### src/rtl/bcd_disp_pkg.sv
// Shared types and seven-segment constants for the BCD counter display.
// Patterns are active-low, bit order gfedcba.
package bcd_disp_pkg;

  typedef logic [3:0] bcd_t;
  typedef logic [6:0] seg_t;

  localparam seg_t SEG_DIGIT [0:9] = '{
    7'b1000000, 7'b1111001, 7'b0100100, 7'b0110000, 7'b0011001,
    7'b0010010, 7'b0000010, 7'b1111000, 7'b0000000, 7'b0010000
  };

  localparam seg_t SEG_BLANK = 7'b1111111;

endpackage

### src/rtl/bcd_to_seg.sv
// Combinational BCD digit to active-low seven-segment decoder with blanking.
// Codes above 9 never occur in the counter and decode to blank.
module bcd_to_seg
  import bcd_disp_pkg::*;
(
  input  bcd_t digit,
  input  logic blank,
  output seg_t seg
);

  // NOTE: every signal driven in always_comb gets a default first, so no latch is inferred.
  always_comb begin
    seg = SEG_BLANK;
    if (!blank && (digit <= 4'd9)) seg = SEG_DIGIT[digit];
  end

endmodule

### src/rtl/bcd_counter_display.sv
// DIGITS-digit BCD up/down counter with edge-detected count input and registered
// seven-segment outputs. Define BCD_COUNTER_DISPLAY_LZB_EN for leading-zero blanking.
module bcd_counter_display
  import bcd_disp_pkg::*;
#(
  parameter int DIGITS = 2,
  parameter int WRAP   = 1
) (
  input  logic                  clk,
  input  logic                  reset,
  input  logic                  count,
  input  logic                  up,
  input  logic                  clear,
  output logic [4*DIGITS-1:0]   value,
  output logic [7*DIGITS-1:0]   seg,
  output logic                  at_max,
  output logic                  at_min
);

  logic                  count_q;
  logic                  step;
  logic                  carry;
  logic                  borrow;
  logic [4*DIGITS-1:0]   inc_value;
  logic [4*DIGITS-1:0]   dec_value;
  logic [4*DIGITS-1:0]   next_value;
  logic [DIGITS-1:0]     blank;
  logic [7*DIGITS-1:0]   seg_next;

  // Reset pattern of the display: the encoding of zero, honouring blanking.
  function automatic logic [7*DIGITS-1:0] seg_reset_pattern();
    logic [7*DIGITS-1:0] r;
    for (int i = 0; i < DIGITS; i++) begin
      r[7*i +: 7] = SEG_DIGIT[0];
`ifdef BCD_COUNTER_DISPLAY_LZB_EN
      if (i > 0) r[7*i +: 7] = SEG_BLANK;
`endif
    end
    return r;
  endfunction

  localparam logic [7*DIGITS-1:0] SEG_RESET = seg_reset_pattern();

  assign step = count & ~count_q;

  // Ripple carry/borrow chains; a digit only changes while the chain is still live.
  always_comb begin
    inc_value = value;
    dec_value = value;
    carry     = 1'b1;
    borrow    = 1'b1;
    at_max    = 1'b1;
    at_min    = 1'b1;
    for (int i = 0; i < DIGITS; i++) begin
      if (carry) begin
        if (value[4*i +: 4] == 4'd9) begin
          inc_value[4*i +: 4] = 4'd0;
        end else begin
          inc_value[4*i +: 4] = value[4*i +: 4] + 4'd1;
          carry               = 1'b0;
        end
      end
      if (borrow) begin
        if (value[4*i +: 4] == 4'd0) begin
          dec_value[4*i +: 4] = 4'd9;
        end else begin
          dec_value[4*i +: 4] = value[4*i +: 4] - 4'd1;
          borrow              = 1'b0;
        end
      end
      if (value[4*i +: 4] != 4'd9) at_max = 1'b0;
      if (value[4*i +: 4] != 4'd0) at_min = 1'b0;
    end
  end

  // Overflowing the chain wraps naturally; saturation just suppresses the update.
  always_comb begin
    next_value = value;
    if (clear) begin
      next_value = '0;
    end else if (step && up) begin
      if (!(at_max && (WRAP == 0))) next_value = inc_value;
    end else if (step && !up) begin
      if (!(at_min && (WRAP == 0))) next_value = dec_value;
    end
  end

`ifdef BCD_COUNTER_DISPLAY_LZB_EN
  logic zero_above;

  always_comb begin
    blank      = '0;
    zero_above = 1'b1;
    for (int i = DIGITS - 1; i > 0; i--) begin
      if (value[4*i +: 4] != 4'd0) zero_above = 1'b0;
      blank[i] = zero_above;
    end
  end
`else
  assign blank = '0;
`endif

  for (genvar i = 0; i < DIGITS; i++) begin : g_digit
    bcd_to_seg u_bcd_to_seg (
      .digit (value[4*i +: 4]),
      .blank (blank[i]),
      .seg   (seg_next[7*i +: 7])
    );
  end

  // NOTE: state registers use non-blocking assignments so every flop samples pre-edge values.
  always_ff @(posedge clk or negedge reset) begin
    if (!reset) begin
      count_q <= 1'b0;
      value   <= '0;
      seg     <= SEG_RESET;
    end else begin
      count_q <= count;
      value   <= next_value;
      seg     <= seg_next;
    end
  end

endmodule

### config.mk
export PLATFORM = sky130hd
export DESIGN_NAME = bcd_counter_display
export DESIGN_NICKNAME = d
export VERILOG_FILES = /design/src/rtl/bcd_disp_pkg.sv /design/src/rtl/bcd_to_seg.sv /design/src/rtl/bcd_counter_display.sv
export SDC_FILE = /design/constraint.sdc
export NUM_CORES = 1
export LEC_CHECK = 0
export BUFFER_PORTS_ARGS = -buffer_cell sky130_fd_sc_hd__buf_2
export CAP_MARGIN = 40
export CORE_ASPECT_RATIO = 2
export CORE_MARGIN = 5
export CORE_UTILIZATION = 44
export CTS_BUF_LIST = sky130_fd_sc_hd__clkbuf_16
export DETAILED_ROUTE_END_ITERATION = 7
export GPL_TIMING_DRIVEN = 0
export PLACE_DENSITY = 0.76
export SYNTH_ARGS = -nofsm -noshare
export SYNTH_HDL_FRONTEND = slang
export SYNTH_HIERARCHICAL = 1
export SYNTH_SLANG_ARGS = --single-unit
### constraint.sdc
create_clock -name clk -period 2 [get_ports clk]
set_input_delay 0.6 -clock clk [delete_from_list [all_inputs] [get_ports clk]]
set_output_delay 0.6 -clock clk [all_outputs]
set_load 0.05 [all_outputs]
==> flow_summary.ini <==
[drt]
vias = 1342
drt.antenna.violating_nets = 0
detailedRoute.firstPassIterationCount = 3
routed_via_density = 5.35
drt_first_iter_violations = 26
routed_wl_um = 3640
drc = 0
routed_length_per_instance_um = 14.5

[final_layout]
layout.cells.non_filler = 251
share_of_cells_above_drive_strength_1_pct = 38.4
layout.nets = 227
utilization_pct = 59.0
count_of_filler_cells_inserted_in_the_layout = 301
num_antenna_cells = 0
synthToLayoutAreaGrowth_pct = 30.3

[grt]
grtUsageTotal_pct = 16.1
grt_start_max_net_pins = 24
first_pass_grt_wire_length_um = 5910
vias_in_the_first_global_route = 1361
grt_antenna_before_repair = 0
global_route.overflow_total = 0

[setup_path]
critical_path_arrival_ns = 1.48
critical_path.endpoint_type = output port
timing.rr.start = value[0]$_DFFE_PN0P_
reg2reg_setup_slack_ns = 0.10
worst_setup_path_startpoint = value[4]$_DFFE_PN0P_
crit-reg2reg-capture = value[7]$_DFFE_PN0P_
timing.critical_path.required_ns = 1.40
critical_path_class = reg -> out
crit_path_start_kind = flop
setup.worst_path.end = at_max
r2r_cells = 6
critical_path.max_fanout = 4

[sta]
post-route-worst-setup-slack_ns = -0.0762
timing.slew.headroom_pct = 66.6
worst_hold_check_slack_ns = 0.305
fin_tns_setup_ns = -0.139
rsz0062_at_grt = true
worst_slew_pin_slew_ns = 0.500
finalHoldViolCount = 0
period_minus_slack_ns = 2.08
count_of_final_setup_violators = 2
layout_worst_path_cycle_share_pct = 104
final-max-slew-violation-count = 0
finalClockSkew_ns = 0.00208
achievable_frequency_mhz = 482

[cts]
cts_buffers = 3
cts_max_level = 1
clock_path_buffers = 2
hold_fix_buffer_count_after_cts = 0
clock_root_cell = sky130_fd_sc_hd__clkbuf_16
tritoncts = built
path_clk_slew_ns = 0.06
worst_skew_pair.late_latency_ns = 0.26
clock_sinks = 23

[synth]
synth.lib_cells_used.distinct = 46
per_instance_average_area_after_synthesis_um2 = 9.91
yosys_warnings = 6
seq_area_frac_synth_pct = 37.4
synth_cells = 156
synth_edf_count = 0
synth_ff_type = sky130_fd_sc_hd__dfrtp_1
synth-async-reset-ratio_pct = 100
postSynthRegisterBits = 23
syn_area_um2 = 1550

[job]
timing.max_cap.violations = 0

[placement]
place_ws_ns = -0.323
dp_hpwl_um = 2550
gpl.final_weighted_congestion = 0.806
count_of_input_and_output_buffers = 28
numPlacedInstances = 233

[run_status]
violations = negative setup slack
run_status = complete, but fails checks

[die]
ios = 29
die_area_um2 = 4870
chipWidth_um = 51.9
dieHeight_um = 93.8
fp-row-count = 30
start_util_pct = 45.3
core_um2 = 3420

[power]
power_per_unit_of_standard_cell_area_nw_per_um2 = 1250
irDropWorstVdd_uv = 614
leakage_nw = 0.907

[hold_path]
worstHoldPathType = in -> async
[Yosys cell counts (5+ instances only)]
cell type                 number  area [um^2]
sky130_fd_sc_hd__ha_1         18          225
sky130_fd_sc_hd__a21oi_1      13         65.1
sky130_fd_sc_hd__o21ai_0      13         65.1
sky130_fd_sc_hd__nor2_1       14         52.6
sky130_fd_sc_hd__nand2_1       6         22.5
sky130_fd_sc_hd__dfrtp_1      21          526
sky130_fd_sc_hd__inv_1        12         45.0
sky130_fd_sc_hd__nor3_1        5         25.0
[state kept, by name, summed over array words and instances (netlist names)]
name and cells:
seg 14, value 8, count_q 1
[final cells by class]
| type | count | area [um^2] | area share, % |
|---|---|---|---|
| multi-input cells | 119 | 945 | 46.9 |
| plain buffers | 3 | 26.3 | 1.30 |
| inverters | 12 | 47.5 | 2.36 |
| clock inverters | 1 | 7.51 | 0.372 |
| clock buffers | 3 | 75.1 | 3.72 |
| well taps | 48 | 60.1 | 2.98 |
| flip-flops and latches | 23 | 586 | 29.1 |
| repair buffers | 42 | 269 | 13.3 |
[routing by layer]
layer	GRT usage, %	vias to the layer above	wire, um
met2	30.4	39	2090
met3	2.54	14	140
met1	14.7	636	1290
met4	10.7	0	121
met5	0	-	0
li1	-	653	-
[through the flow]
step	area, um^2	power [W]
3_3_place_gp	1760	0.00190
4_1_cts	2000	0.00250
3_5_place_dp	1760	0.00193
2_1_floorplan	1560	0.00166
5_1_grt	2020	0.00265
6_report	2020	0.00251
[cell usage in the layout (no fill, tap or decap), types with 3 or more instances in the layout]
cell,count
sky130_fd_sc_hd__dfrtp_1,15
sky130_fd_sc_hd__nor3_1,5
sky130_fd_sc_hd__buf_2,26
sky130_fd_sc_hd__buf_6,3
sky130_fd_sc_hd__nor2_1,14
sky130_fd_sc_hd__buf_4,13
sky130_fd_sc_hd__a21oi_1,13
sky130_fd_sc_hd__nand2_1,6
sky130_fd_sc_hd__clkbuf_16,3
sky130_fd_sc_hd__inv_1,9
sky130_fd_sc_hd__dfrtp_2,6
sky130_fd_sc_hd__ha_1,16
sky130_fd_sc_hd__o21ai_0,13
[cell families (layout without fill, tap and decap cells)]
logic type | Yosys count | after routing | synth area share (%)
buffers and inverters | 15 | 61 | 4.61
DFF | 23 | 23 | 37.4
and+or+nand+nor | 46 | 46 | 17.2
muxes | 1 | 1 | 0.647
adders and majority gates | 18 | 18 | 14.6
other | 1 | 2 | 0.242
AOI/OAI and AO/OA | 52 | 52 | 25.4
[worst min-delay path by stage]
stage,slack (ns),endpoint,cells after the start
2_1_floorplan,0.30,count_q$_DFF_PN0_,0
3_3_place_gp,0.59,seg[4]$_DFF_PN0_,1
3_5_place_dp,0.60,seg[3]$_DFF_PN0_,1
4_1_cts,0.32,seg[3]$_DFF_PN0_,1
5_1_grt,0.36,seg[3]$_DFF_PN0_,1
6_report,0.31,seg[3]$_DFF_PN0_,1
[power breakdown]
part,switching [W],internal (W),total [W]
logic,0.000875,0.000475,0.00135
registers,0.000127,0.000594,0.000722
clock network,0.000169,0.000271,0.000440
total,0.00117,0.00134,0.00251
[worst max-delay path: stages, from the launching register on]
cell                      delay (ns)
sky130_fd_sc_hd__dfrtp_2        0.44
sky130_fd_sc_hd__buf_6          0.14
sky130_fd_sc_hd__ha_4           0.14
sky130_fd_sc_hd__and3b_2        0.21
sky130_fd_sc_hd__and2_4         0.15
sky130_fd_sc_hd__buf_8          0.14
[timing repair]
item / CTS / global route
resized for setup: 17 / 4
setup buffers: 13 / 1
pin swaps: 3 / 1
endpoints found under the setup margin: 2 / 2
cloned: 0 / 0
No activity file was read; power rests on OpenSTA's default activity.
